### src/rtl/enigma_pkg.sv
`default_nettype none
// ============================================================================
// Module      : enigma_pkg
// Description : Shared letter, plugboard op-code and status definitions.
// Revision    : 1.0
// ============================================================================
package enigma_pkg;

    localparam int LETTERS = 26;
    localparam int WIDTH   = 5;

    localparam logic [WIDTH-1:0] LETTER_LIMIT = WIDTH'(LETTERS);
    localparam logic [WIDTH-1:0] LAST_LETTER  = WIDTH'(LETTERS - 1);

    typedef enum logic [WIDTH-1:0] {
        A, B, C, D, E, F, G, H, I, J, K, L, M,
        N, O, P, Q, R, S, T, U, V, W, X, Y, Z
    } letter_e;

    typedef enum logic [1:0] {
        PB_NOP    = 2'd0,
        PB_PLUG   = 2'd1,
        PB_UNPLUG = 2'd2,
        PB_CLEAR  = 2'd3
    } pb_op_e;

    typedef enum logic [2:0] {
        PB_OK          = 3'd0,
        PB_BAD_LETTER  = 3'd1,
        PB_CONFLICT    = 3'd2,
        PB_FULL        = 3'd3,
        PB_NOT_PLUGGED = 3'd4
    } pb_err_e;

    function automatic logic is_letter(input logic [WIDTH-1:0] x);
        return x < LETTER_LIMIT;
    endfunction

endpackage
`default_nettype wire

### src/rtl/plugboard_table.sv
`default_nettype none
// ============================================================================
// Module      : plugboard_table
// Description : 26-entry swap table, identity on reset, dual-entry write and
//               two combinational lookups with out-of-range passthrough.
// Revision    : 1.0
// ============================================================================
module plugboard_table
    import enigma_pkg::*;
(
    input  logic                          clk,
    input  logic                          rst,
    input  logic                          we_i,
    input  logic [WIDTH-1:0]              wa0_i,
    input  logic [WIDTH-1:0]              wd0_i,
    input  logic [WIDTH-1:0]              wa1_i,
    input  logic [WIDTH-1:0]              wd1_i,
    input  logic [WIDTH-1:0]              rd0_addr_i,
    output logic [WIDTH-1:0]              rd0_data_o,
    input  logic [WIDTH-1:0]              rd1_addr_i,
    output logic [WIDTH-1:0]              rd1_data_o,
    output logic [LETTERS-1:0][WIDTH-1:0] table_o
);

    logic [LETTERS-1:0][WIDTH-1:0] mem_q;

    // Both halves of a swap land on the same edge so the table never holds a
    // half-written pair.
    always_ff @(posedge clk) begin
        for (int k = 0; k < LETTERS; k++) begin
            if (rst) begin
                mem_q[k] <= WIDTH'(k);
            end else if (we_i && (wa0_i == WIDTH'(k))) begin
                mem_q[k] <= wd0_i;
            end else if (we_i && (wa1_i == WIDTH'(k))) begin
                mem_q[k] <= wd1_i;
            end
        end
    end

    assign rd0_data_o = is_letter(rd0_addr_i) ? mem_q[rd0_addr_i] : rd0_addr_i;
    assign rd1_data_o = is_letter(rd1_addr_i) ? mem_q[rd1_addr_i] : rd1_addr_i;
    assign table_o    = mem_q;

endmodule
`default_nettype wire

### src/rtl/plugboard_config.sv
`default_nettype none
// ============================================================================
// Module      : plugboard_config
// Description : Command-driven plugboard controller: plug, unplug and clear
//               cable pairs, with forward and return lookup paths.
// Revision    : 1.0
// ============================================================================
module plugboard_config
    import enigma_pkg::*;
#(
    parameter int MAX_PAIRS = 10
) (
    input  logic             clk,
    input  logic             rst,
    input  logic             cmd_valid,
    output logic             cmd_ready,
    input  logic [1:0]       cmd_op,
    input  logic [WIDTH-1:0] cmd_a,
    input  logic [WIDTH-1:0] cmd_b,
    output logic             rsp_valid,
    output logic [2:0]       rsp_err,
    output logic [3:0]       pair_count,
    output logic             busy,
    input  logic [WIDTH-1:0] fwd_in,
    output logic [WIDTH-1:0] fwd_out,
    input  logic [WIDTH-1:0] ret_in,
    output logic [WIDTH-1:0] ret_out
);

    localparam logic [3:0] MAX_PAIRS_C = 4'(MAX_PAIRS);

    typedef enum logic [2:0] {
        S_IDLE  = 3'd0,
        S_CHECK = 3'd1,
        S_EXEC  = 3'd2,
        S_CLR   = 3'd3,
        S_RESP  = 3'd4
    } state_e;

    state_e           state_q;
    pb_op_e           op_q;
    logic [WIDTH-1:0] a_q, b_q, idx_q;
    logic [3:0]       pair_count_q;
    logic             cmd_ready_q, busy_q, rsp_valid_q;
    pb_err_e          rsp_err_q;

    logic [LETTERS-1:0][WIDTH-1:0] w_tbl;
    logic [WIDTH-1:0] w_ta, w_tb, w_ti;
    logic             w_we;
    logic [WIDTH-1:0] w_wa0, w_wd0, w_wa1, w_wd1;
    logic             w_chk_exec, w_chk_clr, w_clr_hit;
    pb_err_e          w_chk_err;

    plugboard_table u_table (
        .clk        (clk),
        .rst        (rst),
        .we_i       (w_we),
        .wa0_i      (w_wa0),
        .wd0_i      (w_wd0),
        .wa1_i      (w_wa1),
        .wd1_i      (w_wd1),
        .rd0_addr_i (fwd_in),
        .rd0_data_o (fwd_out),
        .rd1_addr_i (ret_in),
        .rd1_data_o (ret_out),
        .table_o    (w_tbl)
    );

    assign w_ta      = is_letter(a_q)   ? w_tbl[a_q]   : a_q;
    assign w_tb      = is_letter(b_q)   ? w_tbl[b_q]   : b_q;
    assign w_ti      = is_letter(idx_q) ? w_tbl[idx_q] : idx_q;
    assign w_clr_hit = (w_ti != idx_q);

    // A plug that already exists is reported OK before any conflict check.
    always_comb begin
        w_chk_exec = 1'b0;
        w_chk_clr  = 1'b0;
        w_chk_err  = PB_OK;
        unique case (op_q)
            PB_PLUG: begin
                if (!is_letter(a_q) || !is_letter(b_q) || (a_q == b_q)) begin
                    w_chk_err = PB_BAD_LETTER;
                end else if (w_ta == b_q) begin
                    w_chk_err = PB_OK;
                end else if ((w_ta != a_q) || (w_tb != b_q)) begin
                    w_chk_err = PB_CONFLICT;
                end else if (pair_count_q == MAX_PAIRS_C) begin
                    w_chk_err = PB_FULL;
                end else begin
                    w_chk_exec = 1'b1;
                end
            end
            PB_UNPLUG: begin
                if (!is_letter(a_q)) begin
                    w_chk_err = PB_BAD_LETTER;
                end else if (w_ta == a_q) begin
                    w_chk_err = PB_NOT_PLUGGED;
                end else begin
                    w_chk_exec = 1'b1;
                end
            end
            PB_CLEAR: w_chk_clr = 1'b1;
            default:  w_chk_err = PB_OK;
        endcase
    end

    always_comb begin
        w_we  = 1'b0;
        w_wa0 = a_q;
        w_wd0 = b_q;
        w_wa1 = b_q;
        w_wd1 = a_q;
        if (state_q == S_EXEC) begin
            w_we = 1'b1;
            if (op_q == PB_UNPLUG) begin
                w_wd0 = a_q;
                w_wa1 = w_ta;
                w_wd1 = w_ta;
            end
        end else if (state_q == S_CLR) begin
            w_we  = w_clr_hit;
            w_wa0 = idx_q;
            w_wd0 = idx_q;
            w_wa1 = w_ti;
            w_wd1 = w_ti;
        end
    end

    always_ff @(posedge clk) begin
        if (rst) begin
            state_q      <= S_IDLE;
            op_q         <= PB_NOP;
            a_q          <= '0;
            b_q          <= '0;
            idx_q        <= '0;
            pair_count_q <= '0;
            cmd_ready_q  <= 1'b1;
            busy_q       <= 1'b0;
            rsp_valid_q  <= 1'b0;
            rsp_err_q    <= PB_OK;
        end else begin
            rsp_valid_q <= 1'b0;
            unique case (state_q)
                S_IDLE: begin
                    if (cmd_valid) begin
                        op_q        <= pb_op_e'(cmd_op);
                        a_q         <= cmd_a;
                        b_q         <= cmd_b;
                        state_q     <= S_CHECK;
                        cmd_ready_q <= 1'b0;
                        busy_q      <= 1'b1;
                    end
                end
                S_CHECK: begin
                    idx_q <= '0;
                    if (w_chk_clr) begin
                        state_q <= S_CLR;
                    end else if (w_chk_exec) begin
                        state_q <= S_EXEC;
                    end else begin
                        state_q     <= S_RESP;
                        rsp_valid_q <= 1'b1;
                        rsp_err_q   <= w_chk_err;
                    end
                end
                S_EXEC: begin
                    pair_count_q <= (op_q == PB_PLUG) ? pair_count_q + 4'd1
                                                      : pair_count_q - 4'd1;
                    state_q      <= S_RESP;
                    rsp_valid_q  <= 1'b1;
                    rsp_err_q    <= PB_OK;
                end
                S_CLR: begin
                    // A partner already restored reads back as identity, so
                    // each cable is counted down exactly once.
                    if (w_clr_hit) begin
                        pair_count_q <= pair_count_q - 4'd1;
                    end
                    if (idx_q == LAST_LETTER) begin
                        state_q     <= S_RESP;
                        rsp_valid_q <= 1'b1;
                        rsp_err_q   <= PB_OK;
                    end else begin
                        idx_q <= idx_q + 5'd1;
                    end
                end
                S_RESP: begin
                    state_q     <= S_IDLE;
                    cmd_ready_q <= 1'b1;
                    busy_q      <= 1'b0;
                end
                default: begin
                    state_q     <= S_IDLE;
                    cmd_ready_q <= 1'b1;
                    busy_q      <= 1'b0;
                end
            endcase
        end
    end

    assign cmd_ready  = cmd_ready_q;
    assign busy       = busy_q;
    assign rsp_valid  = rsp_valid_q;
    assign rsp_err    = rsp_err_q;
    assign pair_count = pair_count_q;

endmodule
`default_nettype wire

### config.mk
export PLATFORM = sky130hd
export DESIGN_NAME = plugboard_config
export DESIGN_NICKNAME = d
export VERILOG_FILES = /design/src/rtl/enigma_pkg.sv /design/src/rtl/plugboard_table.sv /design/src/rtl/plugboard_config.sv
export SDC_FILE = /design/constraint.sdc
export NUM_CORES = 1
export LEC_CHECK = 0
export ABC_AREA = 0
export BUFFER_PORTS_ARGS = -buffer_cell sky130_fd_sc_hd__buf_2
export CELL_PAD_IN_SITES_DETAIL_PLACEMENT = 1
export CELL_PAD_IN_SITES_GLOBAL_PLACEMENT = 2
export CORE_AREA = 2 2 165 231
export DETAILED_ROUTE_END_ITERATION = 7
export DIE_AREA = 0 0 167 233
export GPL_ROUTABILITY_DRIVEN = 0
export PLACE_DENSITY_LB_ADDON = 0.1
export SKIP_CTS_REPAIR_TIMING = 1
export SYNTH_ARGS = -nofsm -noshare
export SYNTH_HDL_FRONTEND = slang
export SYNTH_SLANG_ARGS = --single-unit
### constraint.sdc
create_clock -name clk -period 4.14 [get_ports clk]
set_input_delay 0.621 -clock clk [delete_from_list [all_inputs] [get_ports clk]]
set_output_delay 0.621 -clock clk [all_outputs]
set_load 0.01 [all_outputs]
## Yosys cells after proc, flatten, opt, wreduce, memory -nomap -nowiden

Index checks and enable logic that the tools add are counted.

- Bits in registers: 160
- Bits in latches: 0
- Memory bits (writable): 0
- Bits in read-only memories: 0
- Input bits: 25
- Output and inout port bits: 20
- Logic and storage cells: 333
- Memories: 0

- Add/sub/neg operators: 3
- Multiply operators: 0
- Div/mod/pow operators: 0
- Magnitude comparators: 10
- Equal/unequal tests: 70
- Shifts and indexed selects: 0
- Muxes and demuxes: 117
- Bitwise logic cells: 1
- Reductions and logical operators: 96

Operators with widths:

| cell | number |
|---|---|
| $mux W5 | 74 |
| $bmux W5 S5 | 5 |
| $eq A5 B5 Y1 const B | 21 |
| $eq A5 B4 Y1 const B | 16 |
| $reduce_bool A2 Y1 | 28 |
| $logic_and A1 B1 Y1 | 52 |
| $eq A5 B3 Y1 const B | 8 |
| $lt A5 B6 Y1 const B | 5 |
| $mux W3 | 9 |
| $lt A5 B5 Y1 const B | 5 |
| $eq A5 B2 Y1 const B | 4 |
| $eq A5 B5 Y1 | 3 |
| $ne A5 B5 Y1 | 3 |
| $mux W1 | 14 |
| $pmux W3 S4 | 1 |
| $eq A5 B1 Y1 const B | 2 |
| $logic_not A5 Y1 | 2 |
| $ne A2 B2 Y1 const B | 5 |
| $pmux W5 S2 | 1 |
| $reduce_and A2 Y1 | 5 |
| $pmux W3 S3 | 1 |
| $mux W2 | 4 |
| $mux W4 | 2 |
| $pmux W4 S2 | 1 |
| other kinds (19) | 26 |

## Logic depth before layout (Yosys ltp)

Gate-level depths: netlist (run 1).

- Depth in word-level cells: 12
- Depth in mapped cells: 15
- Depth with buffers taken out: 10

## Cells and area by module

A second synthesis (run 1) with hierarchy kept.

- Cells, all modules: 1649
- Area total of the unflattened synthesis: 14381.3 µm²

Modules (own cells, without submodules):

| module | instances | cells an instance | area an instance (µm²) | sequential area each (µm²) |
|---|---|---|---|---|
| plugboard_table | 1 | 1036 | 8831.0 | 2602.5 |
| plugboard_config | 1 | 613 | 5550.3 | 600.6 |

## Worst setup path after synthesis (run 1)

No wires, ideal clock.

- Kind: in2out
- Start point: in ret_in[0]
- End point: out ret_out[1]
- Arrival: 3.253 ns
- Data required time: 3.519 ns
- Setup slack: 0.266 ns
- Stages: 9
- Path buffers: 4
- Path through: clkbuf_1 clkbuf_1 clkbuf_1 clkbuf_1 mux2i_1 nand2_1 o311ai_0 o21ai_0 mux2_2

- Word-level cells in the longest chain between the ends: 3
- Elaborated cells on any way between the ends: 4
- Classes of those cells: order compare: 1; mux: 3

RTL lines:

| item | RTL line | text |
|---|---|---|
| from (decl) | plugboard_config.sv:26 | `input logic [WIDTH-1:0] ret_in,` |
| $bmux W5 S5 | plugboard_table.sv:42 | `assign rd1_data_o = is_letter(rd1_addr_i) ? mem_q[rd1_addr_i] : rd1_addr_i;` |
| $mux W5 (not written as such) | plugboard_table.sv:42 |  |
| $mux W5 (*) | plugboard_table.sv:42 |  |
| to (decl) | plugboard_config.sv:27 | `output logic [WIDTH-1:0] ret_out` |

Mark *: on every way between the ends. The rest lies on a longest branch, timed or not. The select of a mux whose other input is x is not followed.

## Worst setup path after layout (run 1)

- Start point: reg idx_q[0]
- End point: reg u_table.mem_q, in the netlist u_table.table_o[11]

- Word-level cells in the longest chain between the ends: 8
- Elaborated cells on any way between the ends: 20
- Classes of those cells: order compare: 1; eq/ne: 3; mux: 13; reduce/logical: 3

RTL lines:

| item | RTL line | text |
|---|---|---|
| from (decl) | plugboard_config.sv:42 | `logic [WIDTH-1:0] a_q, b_q, idx_q;` |
| from (signal assigned) | plugboard_config.sv:184 | `idx_q <= idx_q + 5'd1;` |
| $bmux W5 S5 | plugboard_config.sv:71 | `assign w_ti = is_letter(idx_q) ? w_tbl[idx_q] : idx_q;` |
| $mux W5 (not written as such) | plugboard_config.sv:71 |  |
| $mux W5 | plugboard_config.sv:71 |  |
| $ne A5 B5 Y1 / $mux W5 (equally long branches) | plugboard_config.sv:72, plugboard_config.sv:120 |  |
| $mux W1 / $mux W5 (equally long branches) | plugboard_config.sv:120, plugboard_config.sv:113 |  |
| $mux W1 / $eq A5 B2 Y1 (equally long branches) | plugboard_config.sv:113, plugboard_table.sv:35 |  |
| $logic_and A1 B1 Y1 (on tied branches) | plugboard_table.sv:33, plugboard_table.sv:35 |  |
| $mux W5 / $reduce_bool A2 Y1 (equally long branches) | - |  |
| to (signal, indexed assignment) | plugboard_table.sv:32 | `mem_q[k] <= WIDTH'(k);` |
| to (signal, indexed assignment) | plugboard_table.sv:34 | `mem_q[k] <= wd0_i;` |
| to (signal, indexed assignment) | plugboard_table.sv:36 | `mem_q[k] <= wd1_i;` |
| to (decl) | plugboard_table.sv:25 | `logic [LETTERS-1:0][WIDTH-1:0] mem_q;` |

Several ways; a longest one is shown, not always the timed one. The select of a mux whose other input is x is not followed.
A chain may end at the register's enable or synchronous reset.

==> results of run 1 <==
synth_stat cells, drive strengths merged, types with 24 or more instances:
library cell	count	area share, %
nor2	157	4.0
o21ai	63	2.2
nand4	32	1.4
nand2	131	3.4
nor2b	49	2.1
and3	38	1.6
a21oi	89	3.1
nor3	52	2.0
clkbuf	106	2.7
dfxtp	160	22
buf	44	1.7
o221ai	24	1.4
mux4	105	16
mux2i	132	9.1
mux2	49	3.8
nand3	85	2.9
inv	26	0.67
cell type report:
type,instances,area [um2],share of cell area [%]
repair buffers,242,1850,10.8
diodes,2,5.00,0.0294
inverters,29,109,0.639
multi-input cells,1363,10700,63.0
clock inverters,14,105,0.617
well taps,467,584,3.43
clock buffers,18,439,2.58
flip-flops and latches,160,3220,18.9
through the flow:
stage | utilization (%) | cell area (um2)
2_1_floorplan | - | 14600
3_3_place_gp | 44.6 | 16400
3_5_place_dp | 44.6 | 16400
4_1_cts | 46.1 | 16900
5_1_grt | 46.4 | 17000
6_report | 46.5 | 17000
critical path, delay by kind of cell, from the launching register on:
family / cells / cell delay (ns)
AOI/OAI and AO/OA: 5 / 1.25
buffers and inverters: 2 / 0.45
and+or+nand+nor: 1 / 0.62
DFF: 1 / 0.49
muxes: 3 / 1.14
metal layers:
metal  up-vias  track usage, %  part of all wire, %
met4         8            36.3                   11
met3       492            12.3                   11
met1      8206            46.8                   35
met2      1212            65.6                   44
li1       6762               -                    -
met5         -               0                0.081
placed cells by master, fill, tap and decap left out, types with 32 or more instances in the layout:
cell type  instances
buf_4            188
nor2_1           155
dfxtp_1          153
mux2i_1          132
nand2_1          131
mux4_2           105
a21oi_1           89
nand3_1           85
o21ai_0           58
mux2_2            48
nor2b_1           48
nor3_1            43
buf_2             43
and3_1            38
nand4_1           32
flip-flops by register name (all words and copies together), names as in the netlist, 2 cells and up:
signal	flops
u_table.table_o	130
a_q	5
b_q	5
idx_q	5
pair_count	4
rsp_err	3
state_q	3
op_q	2
cells by family after synthesis:
group / count (synthesis)
adder cells (fa/ha/maj): 8
multiplexers: 286
flip-flops: 160
AO/OA/AOI/OAI: 375
XOR/XNOR: 17
AND/OR/NAND/NOR: 677
buffers and inverters: 179
power groups by stage:
stage / clock [uW] / sequential, uW / combinational, uW
after floorplan: 0 / 1590 / 517
after global placement: 0 / 1620 / 892
after detailed placement: 0 / 1620 / 898
after CTS: 1580 / 1580 / 902
after global routing: 1630 / 1590 / 984
final: 1560 / 1580 / 957
final timing paths:
kind / from / to / slack, ns / cells past startpoint
hold / removal: cmd_op[1] / op_q[1] / 0.38 / 3
setup reg to reg: idx_q[0] / u_table.table_o[11] / 0.04 / 11
hold reg to reg: cmd_ready / cmd_ready / 0.47 / 1
setup / recovery: idx_q[0] / u_table.table_o[11] / 0.04 / 11
==> reports/metrics.yaml, run 1 <==
critical_path:
  worstPathRequired_ns: 4.50
  worstSetupPathType: "flip-flop to flip-flop"
  worst_ep_arrival_time_ns: 4.46
  path_cells: "buf_12 -> mux4_2 -> mux2i_1 -> mux2_2 -> o21ai_1 -> or4_4 -> o31a_1 -> buf_4 -> a21oi_1 -> a32oi_1 -> o21a_1"
  crit_path_start_kind: "flip-flop"
  end_kind: "flip-flop"
  critPathSlowestCell: "or4_4"
  cp_slowest_stage_delay_ns: 0.62
  critPathMaxFanout: 18
min_path:
  hold_path.class: "input port to flip-flop"
place:
  dp_hpwl_mm: 62.5
  preCtsSetupSlack_ns: -0.324
  io_buffers: 44
  dp.cells: 2258
drt:
  drc_errors: 0
  wl_per_cell_um: 35.9
  drtPass1Iterations: 5
  drt_wl_total_mm: 82.3
  postRouteAntennaNets: 0
  drt-initial-drc-count: 2103
  via_per_inst: 7.27
  vias: 16700
logic_synthesis:
  yosysWarnings: 0
  synth_area_um2: 14600
  syn_nets: 1735
  synth_simple_gate_area_share_pct: 24.1
  syn_inst: 1702
  synth_top_family_by_area: "multiplexers"
  ys_ff_latch: 160
  synthAdderAreaFrac_pct: 0.687
  ys_types: 86
  synth_ff_type: "dfxtp_1"
  synth_edf_count: 0
  synth_xor_area_share_pct: 1.02
  synth.area.mux_share_pct: 29.1
  yosysSeqAreaShare_pct: 22.0
  synth-compound-area-share_pct: 18.0
  async_flop_share_pct: 0
  syn_area_per_cell_um2: 8.56
timing:
  hold_violations: 0
  setup_ws_ns: 0.0407
  finalSetupViolCount: 0
  setup-tns-final_ns: 0
  worst-slew-pin-transition_ns: 1.26
  report.final.slew_viol_count: 0
  timing.hold.ws_ns: 0.383
  slew_headroom_pct: 16.0
  fin_crit_ns: 4.10
  rsz0062_at_grt: "false"
  max_freq_mhz: 244
  final.setup_skew_ns: 0.0169
  post-route-period-util_pct: 99.0
power:
  p_leak_uw: 0.00634
  p_int_uw: 2650
  power_frac_seq_pct: 38.6
  p_total_uw: 4100
  power_frac_comb_pct: 23.3
  peakVddDrop_uv: 234
  power.density_nw_per_um2: 241
  p_clk_share_pct: 38.0
  net-switching-power_uw: 1450
  switching_share_pct: 35.3
finish:
  final_layout_size_suffix_gt1_share_pct: 27.2
  final_cells: 2295
  nNetsFinal: 1846
  fillers: 4322
  area_growth_pct: 16.8
clock_network:
  clock-sinks: 160
  clk_latency_ns: 0.48
  cts_buffers: 17
  clk_pin_slew_worst_paths_ns: 0.07
  cts_max_level: 4
  root_buffer: "clkbuf_16"
  clock_path_buffers: 2
  cts_tree: "built"
flow_run:
  maxCapViolations: 0
floorplanning:
  die_h_um: 233
  num_io_pins: 45
  initial_core_util_pct: 39.8
  die_x_um: 167
  dieArea_um2: 38900
  row_count: 83
  core_area_um2: 36700
run_status:
  outcome: "finished, final reports clean"
grt:
  grt_max_degree: 69
  grt_overflow_total: 0
  grt_use_total_pct: 42.0
  grt_pass1_wl_mm: 118
  antenna_found_initial: 7
  grt_pass1_vias: 16500
Power figures use the tool's default switching activity.
==> run 2, diff against run 1 <==
--- a/config.mk
+++ b/config.mk
@@ -5,13 +5,13 @@
 export SDC_FILE = /design/constraint.sdc
 export NUM_CORES = 1
 export LEC_CHECK = 0
-export ABC_AREA = 0
+export ABC_AREA = 1
 export BUFFER_PORTS_ARGS = -buffer_cell sky130_fd_sc_hd__buf_2
 export CELL_PAD_IN_SITES_DETAIL_PLACEMENT = 1
 export CELL_PAD_IN_SITES_GLOBAL_PLACEMENT = 2
-export CORE_AREA = 2 2 165 231
+export CORE_AREA = 2 2 185 259
 export DETAILED_ROUTE_END_ITERATION = 7
-export DIE_AREA = 0 0 167 233
+export DIE_AREA = 0 0 187 261
 export GPL_ROUTABILITY_DRIVEN = 0
 export PLACE_DENSITY_LB_ADDON = 0.1
 export SKIP_CTS_REPAIR_TIMING = 1
==> run 2 against run 1 <==
  * Via count is 23% higher
  * Sequential power about the same
  * Total power grew 22%
  * Core utilization fell by 9.9 points
  * Critical endpoint is now u_table.table_o[4]
  * Largest cell class unchanged
  * Largest power group is now the clock network
==> reports/metrics.yaml, run 2 <==
run_status:
  outcome: "finished, final reports clean"
logic_synthesis:
  ys_top_cells_by_count: "nand2_1 (751), nand3_1 (422), a21oi_1 (260)"
  syn_nets: 2800  # +61%
  async_flop_share_pct: 0  # unchanged
  synth_area_um2: 15600  # +7.1%
  ys_types: 49  # -43%
  ys_ff_latch: 160  # unchanged
  syn_inst: 2767  # +63%
  yosysTopAreaCell: "dfxtp_1"
  yosysWarnings: 0  # unchanged
  synth_top_area_share_pct: 20.5  # -1.4 points
  syn_area_per_cell_um2: 5.64  # -34%
  yosysSeqAreaShare_pct: 20.5  # -1.4 points
  synth_edf_count: 0  # unchanged
  ys_top_cells_by_area: "dfxtp_1 (21%), nand2_1 (18%), nand3_1 (14%)"
  yosysMostFrequentCell: "nand2_1"
  synth_ff_type: "dfxtp_1"
critical_path:
  path_cells: "inv_1 -> nand3_1 -> o21ai_0 -> nand2_1 -> nand3_1 -> nand2_1 -> a21oi_1 -> nand3_1 -> nor2_1 -> nand3b_4 -> buf_12 -> nand3_4 -> inv_1 -> nor2_1 -> nand2_1 -> nand2_1 -> nor2_1"
  end_kind: "flip-flop"
  critPathMaxFanout: 23  # +5
  timing.rr.end: "u_table.table_o[4]"
  crit_family: "simple AND/OR/NAND/NOR gates"
  crit_path_start_kind: "flip-flop"
  critPathSlowestCell: "inv_1"
  reg2regPathDepth: 17  # +6
  cp_slowest_stage_delay_ns: 0.60  # -0.02 ns
  cpMostUsedCell: "nand2_1"
  worstSetupPathType: "flip-flop to flip-flop"
  crit_buf_inv: 3  # +1
  reg2reg_from: "idx_q[3]"
  worst_ep_arrival_time_ns: 4.12  # -0.34 ns
  rrSetupSlack_ns: 0.39  # +0.34 ns
  worstPathRequired_ns: 4.51  # about the same
clock_network:
  clock-sinks: 160  # unchanged
  cts_max_level: 4  # unchanged
  clock_path_buffers: 2  # unchanged
  cts_tree: "built"
  clk_latency_ns: 0.49  # about the same
  clk_pin_slew_worst_paths_ns: 0.07  # about the same
  root_buffer: "clkbuf_16"
  cts_buffers: 17  # unchanged
timing:
  report.final.slew_viol_count: 0  # unchanged
  timing.hold.ws_ns: 0.426  # +0.0434 ns
  setup-tns-final_ns: 0  # unchanged
  finalSetupViolCount: 0  # unchanged
  final.setup_skew_ns: 0.0160  # -0.000845 ns
  rsz0062_at_grt: "false"
  post-route-period-util_pct: 90.7  # -8.3 points
  fin_crit_ns: 3.75  # -0.344 ns
  max_freq_mhz: 266  # +9.2%
  hold_violations: 0  # unchanged
  worst-slew-pin-transition_ns: 1.31  # +0.0528 ns
  slew_headroom_pct: 12.1  # -3.9 points
finish:
  final_cells: 3361  # +46%
  layout_commonest_cell: "nand2_1"
  multi_input_area_um2: 10500  # -2.1%
  layout_common_cells: "nand2_1 (751), nand3_1 (422), a21oi_1 (260)"
  largest_reg_flops: 130  # unchanged
  area_growth_pct: 9.25
  nNetsFinal: 2757  # +49%
  final-seq-area_um2: 3210  # -0.23%
  fillers: 6433  # +49%
  antenna_cells: 0  # -2
  final_layout_size_suffix_gt1_share_pct: 10.1  # -17 points
drt:
  drt-initial-drc-count: 2130  # +1.3%
  via_per_inst: 6.10  # -16%
  vias: 20500  # +23%
  drc_errors: 0  # unchanged
  drtPass1Iterations: 5  # unchanged
  wl_per_cell_um: 29.2  # -19%
  drt_wl_total_mm: 98.0  # +19%
  postRouteAntennaNets: 0  # unchanged
power:
  peakVddDrop_uv: 320  # +37%
  p_total_uw: 5000  # +22%
  power.density_nw_per_um2: 293  # +22%
  p_leak_uw: 0.00726  # +15%
grt:
  grt_pass1_wl_mm: 140  # +19%
  grt_overflow_total: 0  # unchanged
  grt_pass1_vias: 19800  # +20%
  grt_max_degree: 94  # +36%
  antenna_found_initial: 0  # -7
  grt_use_total_pct: 39.5  # -2.5 points
floorplanning:
  num_io_pins: 45  # unchanged
  die_h_um: 261  # +12%
  core_area_um2: 46700  # +27%
  dieArea_um2: 48800  # +25%
  initial_core_util_pct: 33.4  # -6.3 points
  row_count: 94  # +13%
  die_x_um: 187  # +12%
min_path:
  whs_endpoint: "cmd_ready"
  hold_depth: 4  # +1
  hold_start: "cmd_valid"
  hold_path.class: "input port to flip-flop"
flow_run:
  maxCapViolations: 0  # unchanged
place:
  io_buffers: 44  # unchanged
  dp.cells: 3329  # +47%
  dp_hpwl_mm: 73.6  # +18%
==> run 2: final cells by class <==
type / count / area share (%)
inverters: 239 / 5.26
clock inverters: 12 / 1.06
repair buffers: 136 / 6.08
well taps: 624 / 4.58
multi-input cells: 2170 / 61.6
clock buffers: 20 / 2.62
flip-flops and latches: 160 / 18.8
==> run 2: report_power, final <==
group	switching [uW]	total [uW]	internal [uW]
logic	1170	1600	437
clock network	773	1810	1030
registers	34.5	1590	1560
==> run 2: kinds of logic after synthesis <==
kind of cell             synth area share, %
AO/OA/AOI/OAI                           24.2
XOR/XNOR                               0.281
adder cells (fa/ha/maj)                0.641
buffers and inverters                   12.4
flip-flops                              20.5
AND/OR/NAND/NOR                         42.0
==> run 2: how the worst max path moves through the flow <==
stage | start | endpoint | slack (ns) | cells after the start
CTS | fwd_in[1] | fwd_out[4] | 0.57 | 10
finish | idx_q[3] | u_table.table_o[4] | 0.39 | 17
detailed placement | fwd_in[1] | fwd_out[4] | 0.59 | 10
global placement | fwd_in[1] | fwd_out[4] | 0.60 | 10
floorplan | ret_in[0] | ret_out[1] | 1.39 | 8
global route | idx_q[3] | u_table.table_o[3] | 0.16 | 17
==> run 2: stage by stage <==
step                      setup slack, ns  util, %  cell area, um2
final                               0.385     36.5           17100
after global placement              0.598     35.2           16400
after global routing                0.160     36.5           17100
after CTS                           0.567     36.5           17100
after detailed placement            0.586     35.2           16400
after floorplan                      1.39        -           15600
==> run 2: tightest hold or removal path: stages <==
cell and delay (ns):
buf_2 0.09, a21oi_1 0.06, nand2_1 0.05, nand2_1 0.04
==> run 2: per-layer routing <==
metal  vias to the layer above  GRT usage (%)  wire [um]
met5                         -              0          0
met4                         0           31.0       9020
met3                       365           7.95       7400
met2                       969           63.5      43600
met1                      9950           46.4      38000
li1                       9218              -          -
==> run 3, diff against run 2 <==
==> constraint.sdc (replaced) <==
create_clock -name clk -period 4.14 [get_ports clk]
set_input_delay 1.242 -clock clk [delete_from_list [all_inputs] [get_ports clk]]
set_output_delay 1.242 -clock clk [all_outputs]
set_load 0.01 [all_outputs]
==> run 3 against run 2 <==
  * Fmax down 8.6%
  * Global-route usage is 0.43 points lower
  * Non-clock buffer count rose by 63
  * Final cell count grew 1.8%
  * First-iteration DRC count down 4.6%
  * Via count up 2.4%
  * Core utilization rose by 1.9 points
  * Largest cell class unchanged
==> reports/metrics.yaml, run 3 (synthesis gave the netlist of run 2 again) <==
critical_path:
  crit_buf_inv: 6  # +3
  path_cells: "buf_12 -> buf_12 -> buf_4 -> o21ai_1 -> a221oi_2 -> o32ai_2 -> a221oi_2 -> buf_4 -> inv_1 -> buf_2"
  crit_family: "compound AO/OA/AOI/OAI gates"
  crit_path_start_kind: "input port"
  critPathMaxFanout: 6  # -74%
  worstPathRequired_ns: 2.90  # -1.61 ns
  critPathSlowestCell: "a221oi_2"
  worst_ep_arrival_time_ns: 2.87  # -1.25 ns
  worstSetupPathType: "input port to output port"
  end_kind: "output port"
  cp_slowest_stage_delay_ns: 0.32  # -0.28 ns
grt:
  grt_pass1_wl_mm: 140  # -0.22%
  grt_max_degree: 94  # unchanged
  grt_pass1_vias: 20400  # +3.0%
  antenna_found_initial: 0  # unchanged
  grt_overflow_total: 0  # unchanged
  grt_use_total_pct: 39.1  # -0.43 points
finish:
  largest_reg_flops: 130  # unchanged
  final-seq-area_um2: 3210  # unchanged
  layout_common_cells: "nand2_1 (750), nand3_1 (422), a21oi_1 (258)"
  fillers: 6419  # -0.22%
  final_layout_size_suffix_gt1_share_pct: 12.9  # +2.8 points
  area_growth_pct: 14.9
  multi_input_area_um2: 10600  # +1.2%
  layout_commonest_cell: "nand2_1"
  antenna_cells: 0  # unchanged
  nNetsFinal: 2820  # +2.3%
  final_cells: 3423  # +1.8%
  post-route-util_pct: 38.4  # +1.9 points
power:
  p_leak_uw: 0.00771  # +6.3%
  p_int_uw: 3200  # +5.7%
  net-switching-power_uw: 2040  # +3.1%
  power_frac_comb_pct: 33.3  # +1.2 points
  switching_share_pct: 38.9  # -0.58 points
  power.density_nw_per_um2: 292  # -0.50%
  peakVddDrop_uv: 325  # +1.5%
  p_clk_share_pct: 36.4  # +0.3 points
  p_total_uw: 5240  # +4.7%
  power_frac_seq_pct: 30.3  # -1.6 points
timing:
  worst-slew-pin-transition_ns: 0.966  # -0.347 ns
  fin_crit_ns: 4.11  # +0.355 ns
  final.setup_skew_ns: 0.0157  # -0.000334 ns
  setup_ws_ns: 0.0297  # -0.355 ns
  post-route-period-util_pct: 99.3  # +8.6 points
  report.final.slew_viol_count: 0  # unchanged
  max_freq_mhz: 243  # -8.6%
  finalSetupViolCount: 0  # unchanged
  slew_headroom_pct: 35.6  # +24 points
  rsz0062_at_grt: "true"
  hold_violations: 0  # unchanged
place:
  dp_hpwl_mm: 72.6  # -1.4%
  preCtsSetupSlack_ns: -0.147  # -0.732 ns
  dp.cells: 3378  # +1.5%
  io_buffers: 44  # unchanged
flow_run:
  maxCapViolations: 0  # unchanged
floorplanning:
  dieArea_um2: 48800  # unchanged
  die_x_um: 187  # unchanged
  num_io_pins: 45  # unchanged
  initial_core_util_pct: 33.4  # unchanged
  die_h_um: 261  # unchanged
  core_area_um2: 46700  # unchanged
  row_count: 94  # unchanged
run_status:
  outcome: "finished, final reports clean"
drt:
  drc_errors: 0  # unchanged
  postRouteAntennaNets: 0  # unchanged
  drt-initial-drc-count: 2033  # -4.6%
  drtPass1Iterations: 6  # +1
  via_per_inst: 6.13  # +0.57%
  vias: 21000  # +2.4%
  drt_wl_total_mm: 98.0  # about the same
  wl_per_cell_um: 28.6  # -1.8%
clock_network:
  cts_max_level: 4  # unchanged
  root_buffer: "clkbuf_16"
  clk_latency_ns: 0.48  # about the same
  cts_buffers: 17  # unchanged
  cts_tree: "built"
  clock_path_buffers: 2  # unchanged
  clk_pin_slew_worst_paths_ns: 0.06  # about the same
  clock-sinks: 160  # unchanged
min_path:
  hold_path.class: "flip-flop to flip-flop"
[run 3: changes by cell type in the layout (fill, tap and decap cells not counted), sizes merged]
cell	before	now
bufinv	4	5
buf	136	192
clkinv	9	5
clkbuf	20	28
inv	238	239
[run 3: worst paths after layout]
check,depth (start not counted),to,from,slack [ns]
worst max-delay path,10,ret_out[1],ret_in[0],0.03
worst min-delay path,2,cmd_ready,cmd_ready,0.45
worst max register to register,22,u_table.table_o[47],a_q[2],0.23
worst min register to register,2,cmd_ready,cmd_ready,0.45
[run 3: power by group through the flow]
stage	Clock (uW)	Sequential [uW]	Combinational (uW)
after floorplan	0	1610	1010
after global placement	0	1620	1610
after detailed placement	0	1620	1630
after CTS	1930	1590	1640
after global routing	1970	1590	1850
final	1900	1590	1750
[run 3: worst min-delay path: stages (launching register included)]
cell and delay, ns:
dfxtp_1 0.31, nand2_1 0.06, nand2_1 0.04
[run 3: area by class of cell]
type	instances	area share [%]
Timing Repair Buffer	199	9.75
Tap cell	624	4.35
Inverter	239	5.02
Clock buffer	21	2.63
Sequential cell	160	17.9
Clock inverter	10	1.10
Multi-Input combinational cell	2170	59.3
[run 3: through the flow]
stage	hold slack (ns)	cell area [um2]	TNS, ns
after floorplan	0.429	15600	0
after global placement	0.433	16900	-0.233
after detailed placement	0.435	16900	-0.237
after CTS	0.452	17500	-0.263
after global routing	0.476	17900	-0.103
final	0.451	17900	0
[run 3: metal layers]
layer / GRT usage [%] / up-vias / share of wire [%]
met1: 46.8 / 10200 / 39
met5: 0 / - / 0
met3: 7.83 / 359 / 8.3
met4: 27.0 / 0 / 8.0
li1: - / 9358 / -
met2: 63.4 / 1051 / 45
